===== config.mk =====
export PLATFORM = sky130hd
export DESIGN_NAME = instr_sequencer
export DESIGN_NICKNAME = d
export VERILOG_FILES = /design/src/rtl/instr_sequencer_pkg.sv /design/src/rtl/reg_file16.sv /design/src/rtl/instr_sequencer.sv
export SDC_FILE = /design/constraint.sdc
export NUM_CORES = 1
export LEC_CHECK = 0
export CAP_MARGIN = 10
export CELL_PAD_IN_SITES_DETAIL_PLACEMENT = 1
export CELL_PAD_IN_SITES_GLOBAL_PLACEMENT = 1
export CORE_ASPECT_RATIO = 2
export CORE_MARGIN = 2
export CORE_UTILIZATION = 31
export DETAILED_ROUTE_END_ITERATION = 16
export PLACE_DENSITY = 0.61
export SLEW_MARGIN = 10
export SYNTH_ARGS = -nofsm -noshare
export SYNTH_HDL_FRONTEND = slang
export SYNTH_SLANG_ARGS = --single-unit

===== constraint.sdc =====
create_clock -name clk -period 2.5 [get_ports clk]
set_clock_uncertainty 0.15 [all_clocks]
set_input_delay 0.75 -clock clk [delete_from_list [all_inputs] [get_ports clk]]
set_output_delay 0.75 -clock clk [all_outputs]
set_load 0.03 [all_outputs]

===== src/rtl/instr_sequencer_pkg.sv =====
// Shared types and instruction field layout
// for the instruction sequencer.
package instr_sequencer_pkg;

  typedef enum logic [2:0] {
    S_IDLE,
    S_FETCH,
    S_DECODE,
    S_EXEC,
    S_WB,
    S_HALTED
  } state_t;

  localparam int OPC_HI   = 15;
  localparam int OPC_LO   = 13;
  localparam int HALT_BIT = 12;
  localparam int RA_HI    = 11;
  localparam int RA_LO    = 8;
  localparam int RB_HI    = 7;
  localparam int RB_LO    = 4;

  function automatic logic [3:0] ra_of(
    input logic [15:0] w
  );
    return w[RA_HI:RA_LO];
  endfunction

  function automatic logic [3:0] rb_of(
    input logic [15:0] w
  );
    return w[RB_HI:RB_LO];
  endfunction

endpackage


===== src/rtl/reg_file16.sv =====
// 16x16 register file: two registered read
// ports, two write ports, port A wins a clash.
module reg_file16 (
  input  logic        clk,
  input  logic        rst_n,
  input  logic        rd_en,
  input  logic [3:0]  rd_a_idx,
  input  logic [3:0]  rd_b_idx,
  output logic [15:0] rd_a,
  output logic [15:0] rd_b,
  input  logic        we,
  input  logic [3:0]  wr_a_idx,
  input  logic [3:0]  wr_b_idx,
  input  logic [15:0] wr_a,
  input  logic [15:0] wr_b
);

  logic [15:0] mem [16];

  // storage; A written last so it overrides B
  always_ff @(posedge clk or negedge rst_n) begin
    if (!rst_n) begin
      for (int i = 0; i < 16; i++) begin
        mem[i] <= '0;
      end
    end else if (we) begin
      mem[wr_b_idx] <= wr_b;
      mem[wr_a_idx] <= wr_a;
    end
  end

  // synchronous read into operand latches
  always_ff @(posedge clk or negedge rst_n) begin
    if (!rst_n) begin
      rd_a <= '0;
      rd_b <= '0;
    end else if (rd_en) begin
      rd_a <= mem[rd_a_idx];
      rd_b <= mem[rd_b_idx];
    end
  end

endmodule


===== src/rtl/instr_sequencer.sv =====
// Fetch/decode/writeback sequencer feeding a
// combinational execute unit, one instr in flight.
module instr_sequencer
  import instr_sequencer_pkg::*;
#(
  parameter int PC_W   = 8,
  parameter int DATA_W = 16
) (
  input  logic              clk,
  input  logic              rst_n,
  input  logic              start,
  input  logic [PC_W-1:0]   start_pc,
  output logic              imem_req,
  output logic [PC_W-1:0]   imem_addr,
  input  logic              imem_valid,
  input  logic [DATA_W-1:0] imem_data,
  output logic [DATA_W-1:0] exe_ra,
  output logic [DATA_W-1:0] exe_rb,
  output logic [DATA_W-1:0] exe_ins,
  output logic [2:0]        exe_znc_in,
  output logic [2:0]        exe_znc_mid,
  input  logic [DATA_W-1:0] exe_ra_out,
  input  logic [DATA_W-1:0] exe_rb_out,
  input  logic [2:0]        exe_znc_out,
  output logic              busy,
  output logic              halted,
  output logic [PC_W-1:0]   pc
);

  state_t            state;
  state_t            nxt;
  logic              armed;
  logic [DATA_W-1:0] ins;
  logic [2:0]        flags;
  logic [2:0]        flags_prev;
  logic              start_ok;
  logic              dec_go;
  logic              wb_go;

  assign start_ok = start & armed;
  assign dec_go   = (state == S_DECODE)
                  & ~ins[HALT_BIT];
  assign wb_go    = (state == S_WB);

  // armed blocks a start coinciding with reset release
  always_ff @(posedge clk or negedge rst_n) begin
    if (!rst_n) armed <= 1'b0;
    else        armed <= 1'b1;
  end

  // state register
  always_ff @(posedge clk or negedge rst_n) begin
    if (!rst_n) state <= S_IDLE;
    else        state <= nxt;
  end

  // next state and handshake outputs
  always_comb begin
    nxt      = state;
    imem_req = 1'b0;
    busy     = 1'b1;
    halted   = 1'b0;
    unique case (state)
      S_IDLE: begin
        busy = 1'b0;
        if (start_ok) nxt = S_FETCH;
      end
      S_FETCH: begin
        imem_req = 1'b1;
        if (imem_valid) nxt = S_DECODE;
      end
      S_DECODE: begin
        nxt = ins[HALT_BIT] ? S_HALTED : S_EXEC;
      end
      S_EXEC: nxt = S_WB;
      S_WB:   nxt = S_FETCH;
      S_HALTED: begin
        busy   = 1'b0;
        halted = 1'b1;
        if (start_ok) nxt = S_FETCH;
      end
      default: nxt = S_IDLE;
    endcase
  end

  assign imem_addr = pc;

  // pc load on start, advance on writeback
  always_ff @(posedge clk or negedge rst_n) begin
    if (!rst_n) begin
      pc <= '0;
    end else if (start_ok && !busy) begin
      pc <= start_pc;
    end else if (wb_go) begin
      pc <= pc + 1'b1;
    end
  end

  // instruction latch and flag registers
  always_ff @(posedge clk or negedge rst_n) begin
    if (!rst_n) begin
      ins        <= '0;
      flags      <= '0;
      flags_prev <= '0;
    end else begin
      if (state == S_FETCH && imem_valid) begin
        ins <= imem_data;
      end
      if (wb_go) begin
        flags_prev <= flags;
        flags      <= exe_znc_out;
      end
    end
  end

  // exe-side latches move only on DECODE->EXEC
  always_ff @(posedge clk or negedge rst_n) begin
    if (!rst_n) begin
      exe_ins     <= '0;
      exe_znc_in  <= '0;
      exe_znc_mid <= '0;
    end else if (dec_go) begin
      exe_ins     <= ins;
      exe_znc_in  <= flags;
      exe_znc_mid <= flags_prev;
    end
  end

  reg_file16 u_rf (
    .clk      (clk),
    .rst_n    (rst_n),
    .rd_en    (dec_go),
    .rd_a_idx (ra_of(ins)),
    .rd_b_idx (rb_of(ins)),
    .rd_a     (exe_ra),
    .rd_b     (exe_rb),
    .we       (wb_go),
    .wr_a_idx (ra_of(ins)),
    .wr_b_idx (rb_of(ins)),
    .wr_a     (exe_ra_out),
    .wr_b     (exe_rb_out)
  );

endmodule


# Word level (Yosys, flattened, before mapping)
# Cells that the tools add are included.
[totals]
out_inout_bits = 73
wordCells = 73
register_bits = 344
in_bits = 63
[op_classes]
eq_ne = 7
n_bitwise = 5
add_sub_neg = 1
order_cmp = 4
n_reduce_logical = 8
muxes = 21
[op_table]
columns = ["op", "n"]
rows = [
  ["$bwmux 256", 2],
  ["$bmux 16 s4", 2],
  ["$demux 16 s4", 2],
  ["$mux 16", 6],
  ["$mux 8", 2],
  ["$pmux 3 s5", 1],
  ["$ge 5x5->1 const B", 2],
  ["$lt 5x1->1 const B", 2],
  ["$not 4->5", 2],
  ["$mux 3", 3],
  ["$add 8x1->8 const B", 1],
  ["$eq 3x2->1 const B", 2],
  ["$eq 3x3->1 const B", 2],
  ["$logic_and 1x1->1", 4],
  ["$eq 3x1->1 const B", 1],
  ["$logic_not 3->1", 1],
  ["$mux 1", 3],
  ["$and 1x1->1", 2],
  ["$ne 2x1->1 const B", 1],
  ["$ne 2x2->1 const B", 1],
  ["$reduce_and 2->1", 1],
  ["$reduce_bool 2->1", 1],
  ["$reduce_or 2->1", 1],
  ["$not 1->1", 1],
]

# Logic depth before layout (Yosys ltp)
[depth]
depth_word = 7
depth_mapped = 8

# Cells and area by module
# Synthesis repeated with hierarchy kept, for this count alone.
[hier_totals]
hier_cells = 1728
hier_area_um2 = 19698.9
[modules_own_cells]
columns = ["mod", "instances", "area_per_inst_um2", "cells_each"]
rows = [
  ["reg_file16", 1, 17247.8, 1537],
  ["instr_sequencer", 1, 2451.1, 191],
]

# Worst setup path before layout
# Ideal clock, no wire load.
[synth_timing]
path_type = "reg-to-reg"
start = "register state[0]"
end = "register ins[10]"
setup_slack_ps = -10
stages_incl_launch_ff = 7
arrival_time_ps = 2235
t_required_ps = 2225
cell_sequence = "dfrtp_1 -> buf_2 -> nor3b_1 -> and2_1 -> buf_2 -> buf_2 -> mux2_2"
[synth_between]
elab_chain_len = 2
[synth_rtl]
columns = ["element", "line_no", "source"]
rows = [
  ["start: declaration", "instr_sequencer.sv:30", "state_t state;"],
  ["start signal: assignment", "instr_sequencer.sv:54", "else state <= nxt;"],
  ["$eq 3x1->1", "instr_sequencer.sv:106", "if (state == S_FETCH && imem_valid) begin"],
  ["$logic_and 1x1->1", "instr_sequencer.sv:106", ""],
  ["end signal: assignment", "instr_sequencer.sv:107", "ins <= imem_data;"],
  ["end: declaration", "instr_sequencer.sv:33", "logic [DATA_W-1:0] ins;"],
]
# Every way passes these cells.
# A chain may end at the register's enable or synchronous reset.

# Final worst setup path
[layout_timing]
start = "register state[0]"
end = "output busy"
[layout_between]
elab_chain_len = 3
[layout_rtl]
columns = ["element", "line_no", "source"]
rows = [
  ["$eq 3x3->1 or $logic_not 3->1 (tied branches)", "instr_sequencer.sv:63", "unique case (state)"],
  ["$reduce_or 2->1 (no source line) *", "-", ""],
  ["$mux 1 *", "instr_sequencer.sv:63", ""],
  ["end: declaration", "instr_sequencer.sv:25", "output logic busy,"],
]
# Every way passes the cells marked *; elsewhere a longest branch is shown, timed or not.

==> summary.md <==
| Metric | Value |
|---|---|
| GRT Resource Usage Total | `a little over a quarter` |
| Largest area contributor in the netlist | `dfrtp_1` |
| Sequential area share after synthesis | `roughly 44%` |
| Vias in the first global route | `between 15,000 and 20,000` |
| Area Overhead vs Synth | `21.97%` |
| CTS max path bufs | `3` |
| Top cells by count, synth | `dfrtp_1, mux2i_1, nor2_1, nand2_1, o22ai_1` |
| Kind of critical path | `reg -> out` |
| Crit path largest cell delay | `around 0.43 ns` |
| Mapped cell area | `19,750 sq um` |
| Post-synth ARST share | `100.0%` |
| Top cells by area, synth | `dfrtp_1, mux2i_1, o22ai_1` |
| RSZ-0062 raised after global routing | `yes` |
| CP most frequent cell | `buf_6` |
| Max Cap Viol | `0` |
| Worst setup margin | `-0.02407 ns` |
| GRT overflow | `0` |
| Die area | `around 66,000 sq um` |
| RR Startpoint | `ins[7]` |
| Clock sinks | `344` |
| Vias per Instance | `around 6` |
| Compound-Gate Fraction of Synth Area | `between 10% and 20%` |
| Avg WL per Cell | `around 30 um` |
| First-pass GRT wire length | `~130 mm` |
| Endpoints failing hold | `0` |
| Prevailing post-synth register cell | `dfrtp_1` |
| CP arrival | `~1.6 ns` |
| Post-synthesis average cell area | `~9.8 sq um` |
| Finish-stage setup viols | `1` |
| Yosys reg bits | `between 300 and 400` |
| Synthesized instance count | `between 2,000 and 2,500` |
| Core area | `around 63,000 sq um` |
| Yosys top cell area share | `a little over two fifths` |
| Post-route clock period utilization | `101.0%` |
| CP Max Fanout | `3` |
| Worst-Margin Slew | `0.8189 ns` |
| Largest net degree at the start of global routing | `64` |
| Reg2Reg Depth | `5` |
| DP HPWL | `64.37 mm` |
| Layout cell share with drive strength beyond 1 | `around 17%` |
| Cell Pwr Density | `1389 nW/um^2` |
| Synth Warn # | `0` |
| WP buf/inv | `2` |
| Synth Area in Adders | `less than 1%` |
| H-tree Lvls | `2` |
| R2r setup slk | `~0.08 ns` |
| Most frequent cell after synthesis | `dfrtp_1` |
| Clock period minus worst slack | `approximately 2.5 ns` |
| Vias post-DR | `around 18,000` |
| Drt first pass iters | `5` |
| Hold WS | `approximately 0.32 ns` |
| I/O pin count | `136` |
| Initial DRC Count | `around 1,300` |
| Final WL | `slightly below 90 mm` |
| Initial core utilization | `between 30% and 40%` |
| I/O Buffers | `between 100 and 150` |
| Synth Area in Simple Gates | `12.19%` |
| Max-slew violations | `0` |
| DRC | `0` |
| Hold crit path type | `reg -> reg` |
| Hold Crit Endpoint | `flags_prev[2]` |
| CTS Buf Count | `35` |
| Synth Area in XOR/XNOR | `0.1774%` |
| Synth cell types | `65` |
| Slew headroom | `a little under half` |
| Max frequency | `about 400 MHz` |
| NumNets Final | `2,222` |
| Fin Setup TNS | `-0.02407 ns` |
| Main combinational cell family by area after synthesis | `multiplexers` |
| Initial antenna violation count | `3` |
| CTS tree | `yes` |
| Synth Net Count | `~2,100` |
| CTS Root Cell | `clkbuf_16` |
| Delay-heaviest family, CP | `flip-flops` |
| CP startpoint kind | `register` |
| HP Start | `flags_prev[2]` |
| CP Data Required Time | `~1.6 ns` |
| Latest clock arrival within the worst-skew pair | `around 0.56 ns` |
| DRT antenna net count | `0` |
| Placer Congestion | `~0.90` |
| Failing checks | `negative setup slack` |
| Hold depth | `2` |
| Worst setup EP type | `output port` |
| RR Endpoint | `u_rf.mem[64]` |
| Status | `finished with violations` |
| Reg clk slew, reported paths | `around 0.060 ns` |
| Slowest CP cell | `dfrtp_2` |
| Post-synthesis mux area share | `about a fifth` |
| Die Span Y | `approximately 360 um` |
| Critical path, cell by cell | `buf_6, xor2_4, or2_4, buf_6` |
| Die width | `roughly 180 um` |
| VDD IR-drop max | `approximately 0.0005 V` |
| Leakage Power | `0.01001 uW` |
| Row cnt | `130` |
| EDFF count, synth | `0` |
[cell families after synthesis]
kind of cell / count (synthesis)
buf+inv: 238
simple gates: 517
other cells: 1
compound gates: 571
flops: 344
mux: 343
fa+ha+maj: 1
xor+xnor: 4
[tightest hold or removal path, cell delays in order, from the launching register on]
cell and delay [ns]:
dfrtp_1 0.34, nand2_1 0.05, nand2_1 0.05
[where the power goes]
part           total, uW  switching, uW  leakage (uW)  internal (uW)
clock               5580           2420      0.000563           3160
sequential         10400           2490       0.00365           7910
combinational      17500          10300       0.00579           7210
[what timing repair did]
item | CTS | global route
endpoints found under the hold margin | 6 | 0
pin swaps | 2 | 1
buffers inserted | 4 | 1
hold buffers | 1 | 0
setup endpoints to repair | 58 | 14
gates cloned | 0 | 0
resized for setup | 68 | 15
[final cells by class]
cell class	instances	area [sq um]
Antenna cell	2	5.005
Clock buffer	56	1077
Clock inverter	5	77.57
Fill cell	6990	38850
Inverter	5	18.77
Multi-Input combinational cell	1437	10090
Sequential cell	344	8623
Tap cell	792	991.0
Timing Repair Buffer	335	3209
[how the worst max path moves through the flow]
stage              from      endpoint  slack [ns]  depth (start not counted)
6_report       state[0]          busy       -0.02                          4
2_1_floorplan  state[0]       ins[10]        0.33                          6
4_1_cts        state[0]          busy       -0.05                          4
5_1_grt        state[0]          busy       -0.05                          4
3_3_place_gp      start  imem_addr[2]        0.09                          6
3_5_place_dp      start  imem_addr[2]        0.12                          6
[sequential cells by signal, indices dropped and copies added, names as in the netlist, 8 cells and up]
name       count
exe_ins       16
ins           16
imem_addr      8
u_rf.mem     256
u_rf.rd_b     16
u_rf.rd_a     16
[per-stage QoR]
step | instances | util, % | area (sq um) | total power, uW | setup WS, ns
6_report | 2976 | 38.27 | 24090 | 33470 | -0.02407
5_1_grt | 2975 | 38.27 | 24090 | 35110 | -0.05390
4_1_cts | 2973 | 38.23 | 24070 | 33490 | -0.05260
3_5_place_dp | 2907 | 36.39 | 22910 | 28020 | 0.1211
3_3_place_gp | 2907 | 36.39 | 22910 | 27490 | 0.08560
2_1_floorplan | 2019 | - | 19760 | 20490 | 0.3311
[layout by cell type, fill, tap and decap left out, drive strengths merged, types with 11 or more instances in the layout]
cell and instances:
a31oi 82, clkdlybuf4s50 63, nand2b 12, a22oi 66
nand2 176, o21ai 60, o2bb2ai 33, dfrtp 344
nor2 238, mux2i 272, o22ai 147, o211ai 24
buf 205, dlymetal6s2s 11, mux2 36, a21oi 146
dlygate4sd2 55, mux4 35, clkbuf 56
[routing by layer]
layer / part of all wire [%] / track usage (%)
met1: 34 / 27.33
met2: 52 / 49.71
met3: 4.3 / 3.050
met4: 9.6 / 22.17
met5: 0 / 0
(Power assumes the default switching activity.)
